<file path="src/rtl/cp0_unit_if.sv">
// cp0_unit_if -- controller <-> CP0 signal bundle.
// Purpose: groups the mtc0/mfc0 access signals, the interrupt entry/return
// strobes and the CP0 results into one bundle.
// Signals:
//   we       register write strobe (mtc0)
//   sel      CP0 register number (rd field)
//   din      write data (GPR[rt])
//   pc       word address [31:2] to resume at after the interrupt
//   hw_int   level-sensitive external interrupt lines
//   exl_set  interrupt entry strobe
//   exl_clr  interrupt return strobe (eret)
//   dout     read data (mfc0)
//   epc_out  current EPC[31:2] for the eret next-PC path
//   int_req  interrupt request to the controller
// Modports: master = controller/datapath side, slave = CP0 side.
interface cp0_unit_if;
  logic        we;
  logic [4:0]  sel;
  logic [31:0] din;
  logic [29:0] pc;
  logic [5:0]  hw_int;
  logic        exl_set;
  logic        exl_clr;
  logic [31:0] dout;
  logic [29:0] epc_out;
  logic        int_req;

  modport master (
    output we, sel, din, pc, hw_int, exl_set, exl_clr,
    input  dout, epc_out, int_req
  );

  modport slave (
    input  we, sel, din, pc, hw_int, exl_set, exl_clr,
    output dout, epc_out, int_req
  );
endinterface

</file>
<file path="src/rtl/cp0_unit.sv">
// cp0_unit -- minimal MIPS coprocessor 0 for interrupt handling.
// Purpose: holds SR (IM/EXL/IE), Cause.IP, EPC and a read-only PrID, raises
// int_req for enabled pending interrupts and records the resume address on
// interrupt entry.
// Ports:
//   clk    sole clock, rising edge
//   reset  synchronous active-high reset, clears SR, Cause.IP and EPC
//   bus    cp0_unit_if.slave (we, sel, din, pc, hw_int, exl_set, exl_clr in;
//          dout, epc_out, int_req out)
// Parameter:
//   PRID   value returned when reading register 15
module cp0_unit #(
  parameter logic [31:0] PRID = 32'h4D49_5053
) (
  input  logic       clk,
  input  logic       reset,
  cp0_unit_if.slave  bus
);

  localparam logic [4:0] SEL_SR    = 5'd12;
  localparam logic [4:0] SEL_CAUSE = 5'd13;
  localparam logic [4:0] SEL_EPC   = 5'd14;
  localparam logic [4:0] SEL_PRID  = 5'd15;

  logic [5:0]  im_q,  im_d;
  logic        exl_q, exl_d;
  logic        ie_q,  ie_d;
  logic [5:0]  ip_q,  ip_d;
  logic [29:0] epc_q, epc_d;

  logic        sr_wr_s;
  logic        epc_wr_s;
  logic [31:0] sr_val_s;
  logic [31:0] cause_val_s;
  logic [31:0] dout_s;

  // Software write decode; an interrupt entry in the same cycle wins.
  always_comb begin
    sr_wr_s  = 1'b0;
    epc_wr_s = 1'b0;
    if (bus.we && !bus.exl_set) begin
      case (bus.sel)
        SEL_SR:  sr_wr_s  = 1'b1;
        SEL_EPC: epc_wr_s = 1'b1;
        default: begin
          sr_wr_s  = 1'b0;
          epc_wr_s = 1'b0;
        end
      endcase
    end else begin
      sr_wr_s  = 1'b0;
      epc_wr_s = 1'b0;
    end
  end

  // Next-state logic for SR, Cause.IP and EPC.
  always_comb begin
    im_d  = im_q;
    ie_d  = ie_q;
    exl_d = exl_q;
    epc_d = epc_q;
    // IP simply samples the lines every cycle: no latching of pending requests.
    ip_d  = bus.hw_int;

    if (sr_wr_s) begin
      im_d = bus.din[15:10];
      ie_d = bus.din[0];
    end else begin
      im_d = im_q;
      ie_d = ie_q;
    end

    // EXL priority: entry > return > software write.
    if (bus.exl_set) begin
      exl_d = 1'b1;
    end else if (bus.exl_clr) begin
      exl_d = 1'b0;
    end else if (sr_wr_s) begin
      exl_d = bus.din[1];
    end else begin
      exl_d = exl_q;
    end

    if (bus.exl_set) begin
      epc_d = bus.pc;
    end else if (epc_wr_s) begin
      epc_d = bus.din[31:2];
    end else begin
      epc_d = epc_q;
    end
  end

  // State registers with synchronous reset.
  always_ff @(posedge clk) begin
    if (reset) begin
      im_q  <= 6'd0;
      exl_q <= 1'b0;
      ie_q  <= 1'b0;
      ip_q  <= 6'd0;
      epc_q <= 30'd0;
    end else begin
      im_q  <= im_d;
      exl_q <= exl_d;
      ie_q  <= ie_d;
      ip_q  <= ip_d;
      epc_q <= epc_d;
    end
  end

  assign sr_val_s    = {16'h0000, im_q, 8'h00, exl_q, ie_q};
  assign cause_val_s = {16'h0000, ip_q, 10'h000};

  // mfc0 read mux; unimplemented registers read as zero.
  always_comb begin
    dout_s = 32'h0000_0000;
    case (bus.sel)
      SEL_SR:    dout_s = sr_val_s;
      SEL_CAUSE: dout_s = cause_val_s;
      SEL_EPC:   dout_s = {epc_q, 2'b00};
      SEL_PRID:  dout_s = PRID;
      default:   dout_s = 32'h0000_0000;
    endcase
  end

  assign bus.dout    = dout_s;
  assign bus.epc_out = epc_q;
  assign bus.int_req = (|(ip_q & im_q)) & ie_q & ~exl_q;

endmodule

</file>
<file path="src/flat_wrapper.sv">
// flat-port wrapper written by rule: the top's interface ports become plain ports
module cp0_unit_flat 
#(
  parameter logic [31:0] PRID = 32'h4D49_5053
)
  (clk, reset, bus_we, bus_sel, bus_din, bus_pc, bus_hw_int, bus_exl_set, bus_exl_clr, bus_dout, bus_epc_out, bus_int_req);
  cp0_unit_if bus_i ();
  input  logic clk;
  input  logic reset;
  input wire logic [$bits(bus_i.we)-1:0] bus_we;
  input wire logic [$bits(bus_i.sel)-1:0] bus_sel;
  input wire logic [$bits(bus_i.din)-1:0] bus_din;
  input wire logic [$bits(bus_i.pc)-1:0] bus_pc;
  input wire logic [$bits(bus_i.hw_int)-1:0] bus_hw_int;
  input wire logic [$bits(bus_i.exl_set)-1:0] bus_exl_set;
  input wire logic [$bits(bus_i.exl_clr)-1:0] bus_exl_clr;
  output wire logic [$bits(bus_i.dout)-1:0] bus_dout;
  output wire logic [$bits(bus_i.epc_out)-1:0] bus_epc_out;
  output wire logic [$bits(bus_i.int_req)-1:0] bus_int_req;
  assign bus_i.we = bus_we;
  assign bus_i.sel = bus_sel;
  assign bus_i.din = bus_din;
  assign bus_i.pc = bus_pc;
  assign bus_i.hw_int = bus_hw_int;
  assign bus_i.exl_set = bus_exl_set;
  assign bus_i.exl_clr = bus_exl_clr;
  assign bus_dout = bus_i.dout;
  assign bus_epc_out = bus_i.epc_out;
  assign bus_int_req = bus_i.int_req;
  cp0_unit #(.PRID(PRID)) u_core (.clk(clk), .reset(reset), .bus(bus_i));
endmodule
</file>
<file path="config.mk">
export PLATFORM = sky130hd
export DESIGN_NAME = cp0_unit_flat
export DESIGN_NICKNAME = d
export VERILOG_FILES = /design/src/rtl/cp0_unit_if.sv /design/src/rtl/cp0_unit.sv /design/src/flat_wrapper.sv
export SDC_FILE = /design/constraint.sdc
export NUM_CORES = 1
export LEC_CHECK = 0
export ABC_AREA = 0
export BUFFER_PORTS_ARGS = -buffer_cell sky130_fd_sc_hd__buf_4
export CAP_MARGIN = 20
export CELL_PAD_IN_SITES_DETAIL_PLACEMENT = 1
export CELL_PAD_IN_SITES_GLOBAL_PLACEMENT = 1
export CORE_MARGIN = 10
export CORE_UTILIZATION = 30
export DETAILED_ROUTE_END_ITERATION = 8
export GPL_TIMING_DRIVEN = 0
export PLACE_DENSITY = 0.88
export SYNTH_ARGS = -nofsm -noshare
export SYNTH_HDL_FRONTEND = slang
export SYNTH_SLANG_ARGS = --single-unit
</file>
<file path="constraint.sdc">
create_clock -name clk -period 2.7 [get_ports clk]
set_clock_uncertainty 0.2 [all_clocks]
set_input_delay 0.675 -clock clk [delete_from_list [all_inputs] [get_ports clk]]
set_output_delay 0.675 -clock clk [all_outputs]
set_load 0.01 [all_outputs]
</file>
==> Yosys cells after proc, flatten, opt, wreduce, memory -nomap -nowiden <==
Cells that the tools add are included.
{ "op_classes": {"n_eq_ne": 4, "muxes": 10, "n_bitwise": 4, "n_reduce_logical": 5} }
{ "ops": {"columns": ["cell", "n"], "rows": [
  ["32-bit case mux with 4 select lines", 1],
  ["30-bit two-way mux", 2],
  ["5-bit by 4-bit equality test with 1-bit output, second input constant", 4],
  ["1-bit two-way mux", 7],
  ["6-bit bitwise AND", 1],
  ["6-bit OR reduction", 1],
  ["3-bit nonzero test", 1],
  ["1-bit bitwise AND", 2],
  ["2-bit nonzero test", 1],
  ["1-bit logical AND", 1],
  ["1-bit zero test", 1],
  ["1-bit inverter", 1]
]} }
{ "totals": {"regBits": 44, "in_bits": 78, "out_inout_bits": 63, "wordCells": 28} }

==> Longest topological paths before layout <==
{ "depth": {"ltp_word": 6, "depth_mapped": 5, "mapped_depth_nobuf": 3} }

==> Worst setup path after synthesis <==
OpenSTA, ideal clock, no wires.
{ "synth_timing": {"path_type": "input-to-output", "start": "input bus_sel[1]", "end": "output bus_dout[25]", "arrival_ns": 1.830, "required_ns": 1.825, "path_slack_ns": -0.005, "stages": 5, "path_buffers": 2, "cell_sequence": "buf_2 -> nand3_1 -> nor3_1 -> clkbuf_1 -> and2_1"} }
{ "synth_between": {"elab_chain_len": 2, "word_cells_on_any_way": 5, "classes_between": "eq/ne (4); mux (1)"} }
{ "synth_rtl": {"columns": ["item", "line_no", "text"], "rows": [
  ["start: declaration", "flat_wrapper.sv:11", "input wire logic [$bits(bus_i.sel)-1:0] bus_sel;"],
  ["5-bit by 4-bit equality test with 1-bit output", "cp0_unit.sv:116", "case (bus.sel)"],
  ["32-bit case mux with 4 select lines (*)", "cp0_unit.sv:116", null],
  ["end: declaration", "flat_wrapper.sv:17", "output wire logic [$bits(bus_i.dout)-1:0] bus_dout;"]
]} }
Mark *: on every way between the ends. The rest lies on a longest branch, timed or not.

==> Worst setup path in the final report <==
{ "layout_timing": {"start": "input bus_sel[1]", "end": "output bus_dout[8]"} }
The elaborated chain is that of the path after synthesis.

==> impl_metrics.toml <==
[pwr]
power.total_mw = 1.52
p_per_area_nw_per_um2 = 398
peakVddDrop_uv = 217
leakage_nw = 1.64

[place]
place_congestion = 0.815
post_dp_cell_area_um2 = 3640
portBuffers = 139
dpl.hpwl_um = 8780

[clocking]
cts_root_buf = "clkbuf_8"
clk_pin_slew_ns = 0.09
cts.sinks = 44
cts_tree = "done"
clk_latency_ns = 0.29
numCtsBuffers = 5
clk_path_buf_depth = 2
cts_hold_buf = 0
h-tree-depth = 2

[setup_path]
crit_slowest_cell = "nor3_4"
endpoint_kind = "output port"
crit_family = "simple AND/OR/NAND/NOR gates"
crit_top_cell = "buf_4"
required_ns = 1.82
crit_arrival_ns = 1.78
crit_chain = "buf_4 -> nand3_4 -> nor3_4 -> clkbuf_8 -> and2_1 -> buf_4"
critical_path.max_fanout = 10
max_stage_delay_ns = 0.29
criticalPathCategory = "input port to output port"
cp_num_buf_inv = 3
crit_path_start_kind = "input port"

[synthesis]
ys_types = 28
synth_edf_count = 0
ys.flop_type = "dfxtp_1"
synthCells = 299
ys_async_sr_fraction_pct = 0
syn-cell-area_um2 = 2460
syn_nets = 377
yosysWarnings = 0
synth.yosys.seq_area_share_pct = 35.8
syn_area_per_cell_um2 = 8.23
ys_ff_latch = 44

[detailed_routing]
wl_per_cell_um = 20.3
wirelength_um = 11200
vias = 2928
drtPass1Iterations = 4
antenna_left = 0
drt-vias-per-instance = 5.31
drt-initial-drc-count = 117
drc = 0

[final_layout]
drive_above_1_share_pct = 37.9
syn2layout_area_growth_pct = 55.0
design_area_um2 = 3810
insertedDiodeCount = 0
nets = 526
final_common_cell = "buf_4"
final_cell_mix = "buf_4, nor4_1, dfxtp_1, nor2b_1, a211oi_1"
fillers = 968

[timing]
rsz0062_at_grt = "true"
finalMaxSlewViolations = 0
tightestPinTransition_ns = 0.711
hold_viol = 0
period_needed_ns = 2.66
setup_viol_count_final = 0
period_share_pct = 98.5
slew_headroom_pct = 52.2
fmax_mhz = 376
hold_ws_ns = 0.287

[global_route]
grt_max_degree = 14
grtUsageTotal_pct = 17.7
grt_pass1_vias = 3338
antenna_found_initial = 0
grt_pass1_wl_um = 18100
grt-ovfl-total = 0

[floorplanning]
start_util_pct = 31.4
fp.dieArea_um2 = 12200
die_h_um = 111
ios = 141
rows = 32
die_w_um = 111
core_region_area_um2 = 7850

[outcome]
run_status = "finished, final reports clean"

[job]
timing.max_cap.violations = 0

[worst_hold_path]
hp-class = "flip-flop to flip-flop"
## layout make-up
| type | count | area (µm²) | area share (%) |
|---|---|---|---|
| repair buffers | 143 | 1070 | 28.1 |
| inverters | 2 | 7.51 | 0.197 |
| multi-input cells | 219 | 1480 | 38.7 |
| well taps | 102 | 128 | 3.35 |
| flip-flops and latches | 44 | 881 | 23.1 |
| plain buffers | 33 | 154 | 4.04 |
| clock inverters | 2 | 10.0 | 0.262 |
| clock buffers | 6 | 82.6 | 2.17 |
## flip-flops by register name, indices dropped and copies added (netlist names)
| signal | cells |
|---|---|
| u_core.bus.epc_out | 30 |
| u_core.exl_q | 1 |
| u_core.ie_q | 1 |
| u_core.im_q | 6 |
| u_core.ip_q | 6 |
## per-layer routing
| layer | global-route usage, % | vias up | wire length [µm] |
|---|---|---|---|
| met3 | 4.92 | 10 | 723 |
| li1 | - | 1412 | - |
| met5 | 0 | - | 0 |
| met4 | 5.18 | 0 | 165 |
| met1 | 20.4 | 1411 | 4590 |
| met2 | 30.8 | 95 | 5730 |
## cell usage after synthesis (2+ instances only)
library cell / instances / area [µm²]
a21o_1: 9 / 67.6
nand2b_1: 3 / 18.8
a211oi_1: 30 / 225
nor4_1: 60 / 375
nor2b_1: 37 / 231
mux2i_1: 11 / 110
and2_1: 15 / 93.8
a21oi_1: 6 / 30.0
nand2_1: 20 / 75.1
nor3_1: 2 / 10.0
a22oi_1: 3 / 22.5
nor3b_1: 3 / 22.5
nor2_1: 3 / 11.3
o22ai_1: 2 / 12.5
buf_2: 3 / 15.0
dfxtp_1: 44 / 881
clkbuf_1: 31 / 116
inv_1: 2 / 7.51
mux2_2: 2 / 22.5
or2_2: 5 / 31.3
## power by group
part | total, mW | leakage (nW) | switching [mW] | internal, mW
Sequential | 0.720 | 0.364 | 0.0326 | 0.687
Combinational | 0.356 | 1.22 | 0.173 | 0.184
Clock | 0.440 | 0.0510 | 0.235 | 0.205
## final timing paths
kind,start,endpoint,slack [ns],cells after the start
setup / recovery,bus_sel[1],bus_dout[8],0.04,6
hold / removal,u_core.im_q[3],u_core.im_q[3],0.29,2
setup reg to reg,u_core.exl_q,u_core.exl_q,1.52,3
hold reg to reg,u_core.im_q[3],u_core.im_q[3],0.29,2
## cell families (layout without fill, tap and decap cells)
family | count (synthesis) | after routing | share of synthesized area, %
compound gates | 53 | 53 | 15.7
buf+inv | 36 | 186 | 5.64
flops | 44 | 44 | 35.8
mux | 13 | 13 | 5.39
simple gates | 153 | 153 | 37.5
## stage by stage
stage / cells / setup TNS (ns) / worst slack [ns] / util [%]
detailed placement: 540 / -10.58 / -0.509 / 46.3
finish: 551 / 0 / 0.0405 / 48.6
CTS: 552 / 0 / 0.00784 / 48.6
global placement: 540 / -8.72 / -0.440 / 46.3
global route: 551 / -0.0244 / -0.0244 / 48.6
floorplan: 299 / 0 / 0.118 / -
## worst min-delay path, delay by kind of cell, from the launching register on
kind,cells,cell delay [ns]
flops,1,0.33
simple gates,1,0.06
mux,1,0.06
## what timing repair did
item	4_1_cts	5_1_grt
gates cloned	1	0
endpoints found under the setup margin	26	19
pin swaps	1	1
gates resized for setup	13	2
buffers inserted	3	0
Power figures use the tool's default switching activity.
